--- config.mk ---
export PLATFORM = sky130hd
export DESIGN_NAME = ibex_data_mem_bridge_flat
export DESIGN_NICKNAME = d
export VERILOG_FILES = /design/src/rtl/ibex_data_mem_bridge_if.sv /design/src/rtl/ibex_data_mem_bridge.sv /design/src/flat_wrapper.sv
export SDC_FILE = /design/constraint.sdc
export NUM_CORES = 1
export LEC_CHECK = 0
export CAP_MARGIN = 0
export CORE_AREA = 2 2 76 78
export DETAILED_ROUTE_END_ITERATION = 7
export DIE_AREA = 0 0 78 80
export PLACE_DENSITY = 0.76
export SKIP_CTS_REPAIR_TIMING = 1
export SYNTH_ARGS = -nofsm -noshare
export SYNTH_HDL_FRONTEND = slang
export SYNTH_SLANG_ARGS = --single-unit
--- constraint.sdc ---
create_clock -name clk_i -period 4.4 [get_ports clk_i]
set_input_delay 0.44 -clock clk_i [delete_from_list [all_inputs] [get_ports clk_i]]
set_output_delay 0.44 -clock clk_i [all_outputs]
set_load 0.05 [all_outputs]
--- src/rtl/ibex_data_mem_bridge_if.sv ---
// Bus interfaces for the data-side bridge: the LSU req/gnt/rvalid port and
// the in-order, variable-latency memory port.

// LSU data port. The master is the load/store unit; the slave is the bridge.
interface ibex_data_if;
    logic        req;
    logic        gnt;
    logic [31:0] addr;
    logic        we;
    logic [3:0]  be;
    logic [31:0] wdata;
    logic        rvalid;
    logic [31:0] rdata;
    logic        bus_err;

    modport master (output req, addr, we, be, wdata,
                    input  gnt, rvalid, rdata, bus_err);
    modport slave  (input  req, addr, we, be, wdata,
                    output gnt, rvalid, rdata, bus_err);
endinterface

// Memory port. The master is the bridge; the slave is the memory.
// AW is the word-index width, log2(region bytes) - 2.
interface ibex_mem_if #(parameter int AW = 14);
    logic          req;
    logic          gnt;
    logic          we;
    logic [AW-1:0] addr;
    logic [3:0]    be;
    logic [31:0]   wdata;
    logic          rvalid;
    logic [31:0]   rdata;
    logic          err;

    modport master (output req, we, addr, be, wdata,
                    input  gnt, rvalid, rdata, err);
    modport slave  (input  req, we, addr, be, wdata,
                    output gnt, rvalid, rdata, err);
endinterface

--- src/rtl/ibex_data_mem_bridge.sv ---
// Data-side bridge between the LSU and an in-order memory port.
// Illegal accesses (out of range, ROM store, empty byte mask) are granted
// locally and answered with a bus error; legal ones go to memory. A small
// FIFO of 1-bit tags (1 = local error, 0 = memory) keeps responses in order.
module ibex_data_mem_bridge #(
    parameter logic [31:0] AddrBase       = 32'h0010_0000,
    parameter logic [31:0] MemBytes       = 32'h0001_0000,
    parameter logic [31:0] RomBytes       = 32'h0000_1000,
    parameter int          MaxOutstanding = 2
) (
    input  logic          clk_i,
    input  logic          rst_i,
    ibex_data_if.slave    data,
    ibex_mem_if.master    mem,
    output logic [2:0]    outstanding_o,
    output logic          proto_err_o
);
    localparam int              AW      = $clog2(MemBytes) - 2;
    localparam int              PW      = (MaxOutstanding > 1) ? $clog2(MaxOutstanding) : 1;
    localparam logic [PW-1:0]   LastPtr = PW'(MaxOutstanding - 1);
    localparam logic [2:0]      MaxCnt  = 3'(MaxOutstanding);

    // Range bounds on 33 bits so an address near 32'hFFFF_FFFC cannot wrap.
    localparam logic [32:0] LoX  = {1'b0, AddrBase};
    localparam logic [32:0] HiX  = {1'b0, AddrBase} + {1'b0, MemBytes};
    localparam logic [32:0] RomX = {1'b0, AddrBase} + {1'b0, RomBytes};

    logic [MaxOutstanding-1:0] fifo_q;
    logic [PW-1:0]             wptr_q, wptr_d;
    logic [PW-1:0]             rptr_q, rptr_d;
    logic [2:0]                count_q, count_d;
    logic                      proto_err_q, proto_err_d;

    logic [32:0] addr_x;
    logic        in_range, in_rom, req_err;
    logic        full, empty, head;
    logic        push, pop, proto_viol;

    assign addr_x   = {1'b0, data.addr};
    assign in_range = (addr_x >= LoX) && (addr_x < HiX);
    assign in_rom   = (addr_x < RomX);
    assign req_err  = ~in_range | (data.we & in_rom) | (data.be == 4'b0000);

    // Occupancy comes from the registered count only: a pop this cycle does
    // not open a slot until the next cycle, keeping gnt off the rvalid path.
    assign full  = (count_q == MaxCnt);
    assign empty = (count_q == 3'd0);
    assign head  = fifo_q[rptr_q];

    assign mem.req   = data.req & ~req_err & ~full;
    assign mem.we    = data.we;
    assign mem.addr  = data.addr[AW+1:2] - AddrBase[AW+1:2];
    assign mem.be    = data.be;
    assign mem.wdata = data.wdata;

    assign data.gnt  = data.req & ~full & (req_err | mem.gnt);

    assign push       = data.gnt;
    assign pop        = ~empty & (head | mem.rvalid);
    assign proto_viol = mem.rvalid & (empty | head);

    assign data.rvalid  = pop;
    assign data.bus_err = pop & (head | mem.err);
    assign data.rdata   = (pop & ~head) ? mem.rdata : 32'h0;

    assign outstanding_o = count_q;
    assign proto_err_o   = proto_err_q;

    // Next-state for tracker pointers, occupancy and the sticky protocol flag.
    always_comb begin
        wptr_d      = wptr_q;
        rptr_d      = rptr_q;
        proto_err_d = proto_err_q | proto_viol;
        if (push) wptr_d = (wptr_q == LastPtr) ? '0 : wptr_q + PW'(1);
        if (pop)  rptr_d = (rptr_q == LastPtr) ? '0 : rptr_q + PW'(1);
        count_d = count_q + {2'b00, push} - {2'b00, pop};
    end

    // Tracker state; FIFO contents are left untouched by reset.
    always_ff @(posedge clk_i) begin
        if (rst_i) begin
            wptr_q      <= '0;
            rptr_q      <= '0;
            count_q     <= 3'd0;
            proto_err_q <= 1'b0;
        end else begin
            if (push) fifo_q[wptr_q] <= req_err;
            wptr_q      <= wptr_d;
            rptr_q      <= rptr_d;
            count_q     <= count_d;
            proto_err_q <= proto_err_d;
        end
    end
endmodule

--- src/flat_wrapper.sv ---
// flat-port wrapper written by rule: the top's interface ports become plain ports
module ibex_data_mem_bridge_flat 
#(
    parameter logic [31:0] AddrBase       = 32'h0010_0000,
    parameter logic [31:0] MemBytes       = 32'h0001_0000,
    parameter logic [31:0] RomBytes       = 32'h0000_1000,
    parameter int          MaxOutstanding = 2
)
  (clk_i, rst_i, outstanding_o, proto_err_o, data_req, data_addr, data_we, data_be, data_wdata, data_gnt, data_rvalid, data_rdata, data_bus_err, mem_req, mem_we, mem_addr, mem_be, mem_wdata, mem_gnt, mem_rvalid, mem_rdata, mem_err);
  ibex_data_if data_i ();
  ibex_mem_if #(.AW(14)) mem_i ();
  input  logic clk_i;
  input  logic rst_i;
  output logic [2:0] outstanding_o;
  output logic proto_err_o;
  input wire logic [$bits(data_i.req)-1:0] data_req;
  input wire logic [$bits(data_i.addr)-1:0] data_addr;
  input wire logic [$bits(data_i.we)-1:0] data_we;
  input wire logic [$bits(data_i.be)-1:0] data_be;
  input wire logic [$bits(data_i.wdata)-1:0] data_wdata;
  output wire logic [$bits(data_i.gnt)-1:0] data_gnt;
  output wire logic [$bits(data_i.rvalid)-1:0] data_rvalid;
  output wire logic [$bits(data_i.rdata)-1:0] data_rdata;
  output wire logic [$bits(data_i.bus_err)-1:0] data_bus_err;
  output wire logic [$bits(mem_i.req)-1:0] mem_req;
  output wire logic [$bits(mem_i.we)-1:0] mem_we;
  output wire logic [$bits(mem_i.addr)-1:0] mem_addr;
  output wire logic [$bits(mem_i.be)-1:0] mem_be;
  output wire logic [$bits(mem_i.wdata)-1:0] mem_wdata;
  input wire logic [$bits(mem_i.gnt)-1:0] mem_gnt;
  input wire logic [$bits(mem_i.rvalid)-1:0] mem_rvalid;
  input wire logic [$bits(mem_i.rdata)-1:0] mem_rdata;
  input wire logic [$bits(mem_i.err)-1:0] mem_err;
  assign data_i.req = data_req;
  assign data_i.addr = data_addr;
  assign data_i.we = data_we;
  assign data_i.be = data_be;
  assign data_i.wdata = data_wdata;
  assign data_gnt = data_i.gnt;
  assign data_rvalid = data_i.rvalid;
  assign data_rdata = data_i.rdata;
  assign data_bus_err = data_i.bus_err;
  assign mem_req = mem_i.req;
  assign mem_we = mem_i.we;
  assign mem_addr = mem_i.addr;
  assign mem_be = mem_i.be;
  assign mem_wdata = mem_i.wdata;
  assign mem_i.gnt = mem_gnt;
  assign mem_i.rvalid = mem_rvalid;
  assign mem_i.rdata = mem_rdata;
  assign mem_i.err = mem_err;
  ibex_data_mem_bridge #(.AddrBase(AddrBase), .MemBytes(MemBytes), .RomBytes(RomBytes), .MaxOutstanding(MaxOutstanding)) u_core (.clk_i(clk_i), .rst_i(rst_i), .data(data_i), .mem(mem_i), .outstanding_o(outstanding_o), .proto_err_o(proto_err_o));
endmodule
# Word level (Yosys, flattened, before mapping)
# Index checks and enable logic that the tools add are counted.
# totals
register_bits	8
latchBits	0
ramBits	0
rom_bits	0
inputBits	107
wordCells	51
memories	0
# op_classes
n_addsub	4
mul	0
div	0
order_cmp	6
eq_ne	1
n_shift	0
muxes	8
bitwise_logic	22
reduce_logical	5
# ops
cell	count
less-than comparator 32 x 21 -> 1 bit (second input constant)	2
>= comparator 32 x 21 -> 1 bit (second input constant)	1
2-to-1 mux 32 bit	1
AND 1 bit	9
bitwise OR 1 bit	7
inverter 1 bit	6
2-to-1 mux 1 bit	5
zero test 4 bit	1
less-than comparator 1 x 2 -> 1 bit (second input constant)	2
adder 3 x 1 -> 3 bit	1
== test 3 x 2 -> 1 bit (second input constant)	1
zero test 3 bit	1
subtractor 3 x 1 -> 3 bit	1
adder 1 bit (second input constant)	2
bitwise mux 2 bit	1
logical AND 1 bit	2
AND reduction 2 bit	1
demux 1 bit (select 1 bit)	1
>= comparator 1 bit (second input constant)	1

# Logic depth before layout (Yosys ltp)
# depth
ltp_word	9
mapped_depth	11
depth_no_buf	11

# Least setup slack after synthesis
# No wires, ideal clock.
# synth_path
kind	register to register
start	reg u_core.count_q[1] (netlist: u_core.outstanding_o[1])
end	reg u_core.count_q[2] (netlist: u_core.outstanding_o[2])
setup_time_ns	0.126
arrival_ns	2.704
required_time_ns	4.274
slack_ns	1.570
path_stages_with_launch	12
path_buffers	0
period_less_slack_ns	2.830
cell_sequence	dfxtp_1 nor3_1 o21bai_1 inv_1 ha_1 inv_1 ha_1 inv_1 fa_1 xor2_1 xnor2_1 nor2_1
# synth_via
elab_cells_between_ends	9
cone_classes	add/sub: 2; eq/ne: 1; bitwise: 5; reduce/logical: 1
# synth_rtl
item	line	source
start: declaration	ibex_data_mem_bridge.sv:31	logic [2:0] count_q, count_d;
start signal: assignment	ibex_data_mem_bridge.sv:90	count_q <= count_d;
zero test 3 bit	ibex_data_mem_bridge.sv:47	assign empty = (count_q == 3'd0);
inverter 1 bit	ibex_data_mem_bridge.sv:59	assign pop = ~empty & (head | mem.rvalid);
AND 1 bit	ibex_data_mem_bridge.sv:59	
net data_rvalid	flat_wrapper.sv:22	output wire logic [$bits(data_i.rvalid)-1:0] data_rvalid;
subtractor 3 x 1 -> 3 bit	ibex_data_mem_bridge.sv:76	count_d = count_q + {2'b00, push} - {2'b00, pop};
# The timed path passes the listed nets, and every way through them passes these cells.
# A chain may end at the register's enable or synchronous reset.

# Final worst setup path
# layout_path
start	in data_addr[12]
end	out data_gnt
# layout_via
elab_chain_len	7
elab_cells_between_ends	10
cone_classes	order compare: 3; bitwise: 6; reduce/logical: 1
# layout_rtl
item	line	source
start: declaration	flat_wrapper.sv:17	input wire logic [$bits(data_i.addr)-1:0] data_addr;
>= comparator 32 x 21 -> 1 bit / less-than comparator 32 x 21 -> 1 bit (equally long branches)	ibex_data_mem_bridge.sv:40	assign in_range = (addr_x >= LoX) && (addr_x < HiX);
logical AND 1 bit	ibex_data_mem_bridge.sv:40	
inverter 1 bit	ibex_data_mem_bridge.sv:42	assign req_err = ~in_range | (data.we & in_rom) | (data.be == 4'b0000);
bitwise OR 1 bit * (2 in series)	ibex_data_mem_bridge.sv:42	
bitwise OR 1 bit *	ibex_data_mem_bridge.sv:56	assign data.gnt = data.req & ~full & (req_err | mem.gnt);
AND 1 bit *	ibex_data_mem_bridge.sv:56	
end: declaration	flat_wrapper.sv:21	output wire logic [$bits(data_i.gnt)-1:0] data_gnt;
# Mark *: on every way between the ends. The rest lies on a longest branch, timed or not.

==> flow_metrics.env <==
export IMPL_cts_tree="done"
export IMPL_ir_worst_vdd_v=0.000160
export IMPL_area_delta_synth_final_pct=79.0
export IMPL_cts_path_max_buffers=2
export IMPL_cts_sinks=8
export IMPL_clk_pin_slew_ps=40
export IMPL_instances_no_fill=270
export IMPL_die_h_um=80
export IMPL_place_gp_congestion=0.681
export IMPL_die_width_um=78
export IMPL_yosysTopAreaCell="buf_4"
export IMPL_final_hold_viol_count=0
export IMPL_r2r_end="u_core.outstanding_o[2]$_SDFF_PP0_"
export IMPL_die_area_mm2=0.00624
export IMPL_antenna_found_initial=0
export IMPL_clock_root_buffer="clkbuf_8"
export IMPL_synth_edf_count=2
export IMPL_ant_nets=0
export IMPL_worstPathArrival_ps=2620
export IMPL_period_share_pct=69.5
export IMPL_whs_endpoint="u_core.proto_err_o$_SDFF_PP0_"
export IMPL_cts_buffers=3
export IMPL_drc=0
export IMPL_grt_pass1_wl_mm=4.51
export IMPL_r2r_slack_ps=1890
export IMPL_routed_wl_mm=3.09
export IMPL_num_nets_final=309
export IMPL_core_area_mm2=0.00541
export IMPL_place_ws_ps=1200
export IMPL_grt_pass1_vias=1017
export IMPL_pwr_share_clk_pct=12.9
export IMPL_crit_required_ps=3960
export IMPL_hold_class="register to register"
export IMPL_antennaDiodeCount=0
export IMPL_vias=1101
export IMPL_fin_setup_tns_ps=0
export IMPL_worst_slack_ps=1340
export IMPL_power_frac_seq_pct=15.9
export IMPL_leakage_nw=0.730
export IMPL_r2r_cells=11
export IMPL_drtIter0Drc=10
export IMPL_max_slew_margin_pct=65.3
export IMPL_criticalPathCategory="input pin to primary output"
export IMPL_wl_per_cell_um=11.4
export IMPL_yosysSeqAreaShare_pct=16.6
export IMPL_critPathMaxFanout=5
export IMPL_clkLatencyLatePin_ps=230
export IMPL_synth_fp_nets=247
export IMPL_hold_start="u_core.proto_err_o$_SDFF_PP0_"
export IMPL_yosys_area_top_type_share_pct=35.3
export IMPL_status="finished, final reports clean"
export IMPL_ys_flop_type="dfxtp_1"
export IMPL_num_fill_cells=579
export IMPL_p_int_uw=365
export IMPL_grt_ovfl_total=0
export IMPL_grt_max_degree=33
export IMPL_clock_skew_ps=1.95
export IMPL_utilization_pct=35.9
export IMPL_slew_viol_final=0
export IMPL_powerDensity_mw_per_mm2=370
export IMPL_tightest_slew_ps=519
export IMPL_synth_area_leaders="buf_4 (35%), and2_1 (18%), dfxtp_1 (11%)"
export IMPL_synth_area_mm2=0.00108
export IMPL_htreeDepth=1
export IMPL_ys_async_sr_fraction_pct=0
export IMPL_io_pins=198
export IMPL_synth_commonest_cells="buf_4 (51), and2_1 (32), nor2_1 (8), dfxtp_1 (6), inv_1 (6)"
export IMPL_ys_warn_count=0
export IMPL_port_buffers=111
export IMPL_combPwrFrac_pct=71.2
export IMPL_yosys_cell_types_count=28
export IMPL_hpwl_mm=2.71
export IMPL_rsz0062_at_grt="no"
export IMPL_ys_ff_latch=8
export IMPL_syn_inst=137
export IMPL_track_usage_pct=8.88
export IMPL_p_sw_share_pct=49.0
export IMPL_drt_pass1_iter_count=2
export IMPL_r2r_start="u_core.rptr_q$_SDFFE_PP0P_"
export IMPL_start_kind="input pin"
export IMPL_critPathCaptureType="primary output"
export IMPL_finalPower_uw=717
export IMPL_holdPathStages=2
export IMPL_avgSynthCellArea_um2=7.91
export IMPL_setup_viol=0
export IMPL_vias_per_cell=4.08
export IMPL_dp_cells=266
export IMPL_drive_gt1_share_pct=5.05
export IMPL_cap_violations=0
export IMPL_yosysMostFrequentCell="buf_4"
export IMPL_initial_core_util_pct=20.0
export IMPL_p_switching_uw=352
export IMPL_fmax_mhz=327
export IMPL_period_needed_ps=3060
export IMPL_row_count=27
## kinds of logic (layout without fill, tap and decap cells)
kind of cell    after synthesis  in the layout  synth area share [%]
compound gates                6              6                  4.62
buf+inv                      61            122                  38.8
fa+ha+maj                     3              3                  4.16
simple gates                 54             54                  30.9
flops                         8              8                  16.6
mux                           2              2                  2.42
xor+xnor                      3              3                  2.43
## final cells by class
| type | instances | area (um^2) | area share (%) |
|---|---|---|---|
| inverter | 6 | 22.5 | 1.16 |
| clock buffer | 4 | 45.0 | 2.32 |
| tap | 72 | 90.1 | 4.65 |
| timing repair buffer | 112 | 1120 | 57.7 |
| sequential | 8 | 180 | 9.29 |
| multi-input combinational | 68 | 483 | 24.9 |
## placed cells by master (no fill, tap or decap), types with 2 or more instances in the layout
master / Yosys / final
edfxtp_1: 2 / 2
clkdlybuf4s50_1: 0 / 111
ha_1: 2 / 2
xor2_1: 2 / 2
nor3_1: 2 / 2
nor2b_1: 2 / 2
nor4_1: 3 / 3
inv_1: 6 / 6
nor2_1: 8 / 8
dfxtp_1: 6 / 6
and2_1: 32 / 32
clkbuf_8: 0 / 3
nand4b_1: 2 / 2
## power by group through the flow
stage          Combinational, mW  Sequential, mW  Clock [mW]
6_report                   0.510           0.114      0.0926
4_1_cts                    0.517           0.114      0.0959
5_1_grt                    0.550           0.117      0.0997
3_5_place_dp               0.516           0.116           0
2_1_floorplan              0.397           0.151           0
3_3_place_gp               0.506           0.114           0
## how the worst max path moves through the flow
stage / startpoint / to / depth (start not counted)
after floorplan: u_core.outstanding_o[1]$_SDFF_PP0_ / u_core.outstanding_o[2]$_SDFF_PP0_ / 11
after global placement: data_addr[12] / u_core.outstanding_o[2]$_SDFF_PP0_ / 12
after detailed placement: data_addr[12] / u_core.outstanding_o[2]$_SDFF_PP0_ / 12
after CTS: data_addr[26] / mem_req / 6
after global routing: data_addr[28] / mem_req / 6
final: data_addr[12] / data_gnt / 6
## registers in the layout (all words and copies together) (netlist names)
signal and flops:
u_core.proto_err_o 1, u_core.fifo_q 2, u_core.outstanding_o 3, u_core.wptr_q 1, u_core.rptr_q 1
## critical path, cell delays in order
cell	delay [ps]
clkdlybuf4s50_1	410
or4b_1	540
o211ai_2	200
o21ai_2	150
inv_1	70
clkdlybuf4s50_1	790
## through the flow
step | cell area, um^2 | hold slack (ps)
after global routing | 1940 | 489
final | 1940 | 440
after CTS | 1940 | 446
after floorplan | 1080 | 488
after global placement | 1890 | 434
after detailed placement | 1890 | 439
## routing by layer
metal / share of wire, % / vias up / track usage (%)
li1: - / 508 / -
met1: 32 / 469 / 7.52
met2: 50 / 116 / 18.2
met3: 17 / 8 / 3.51
met4: 1.6 / 0 / 3.51
met5: 0 / - / 0
Note: power is estimated with default switching activity, not from simulation.
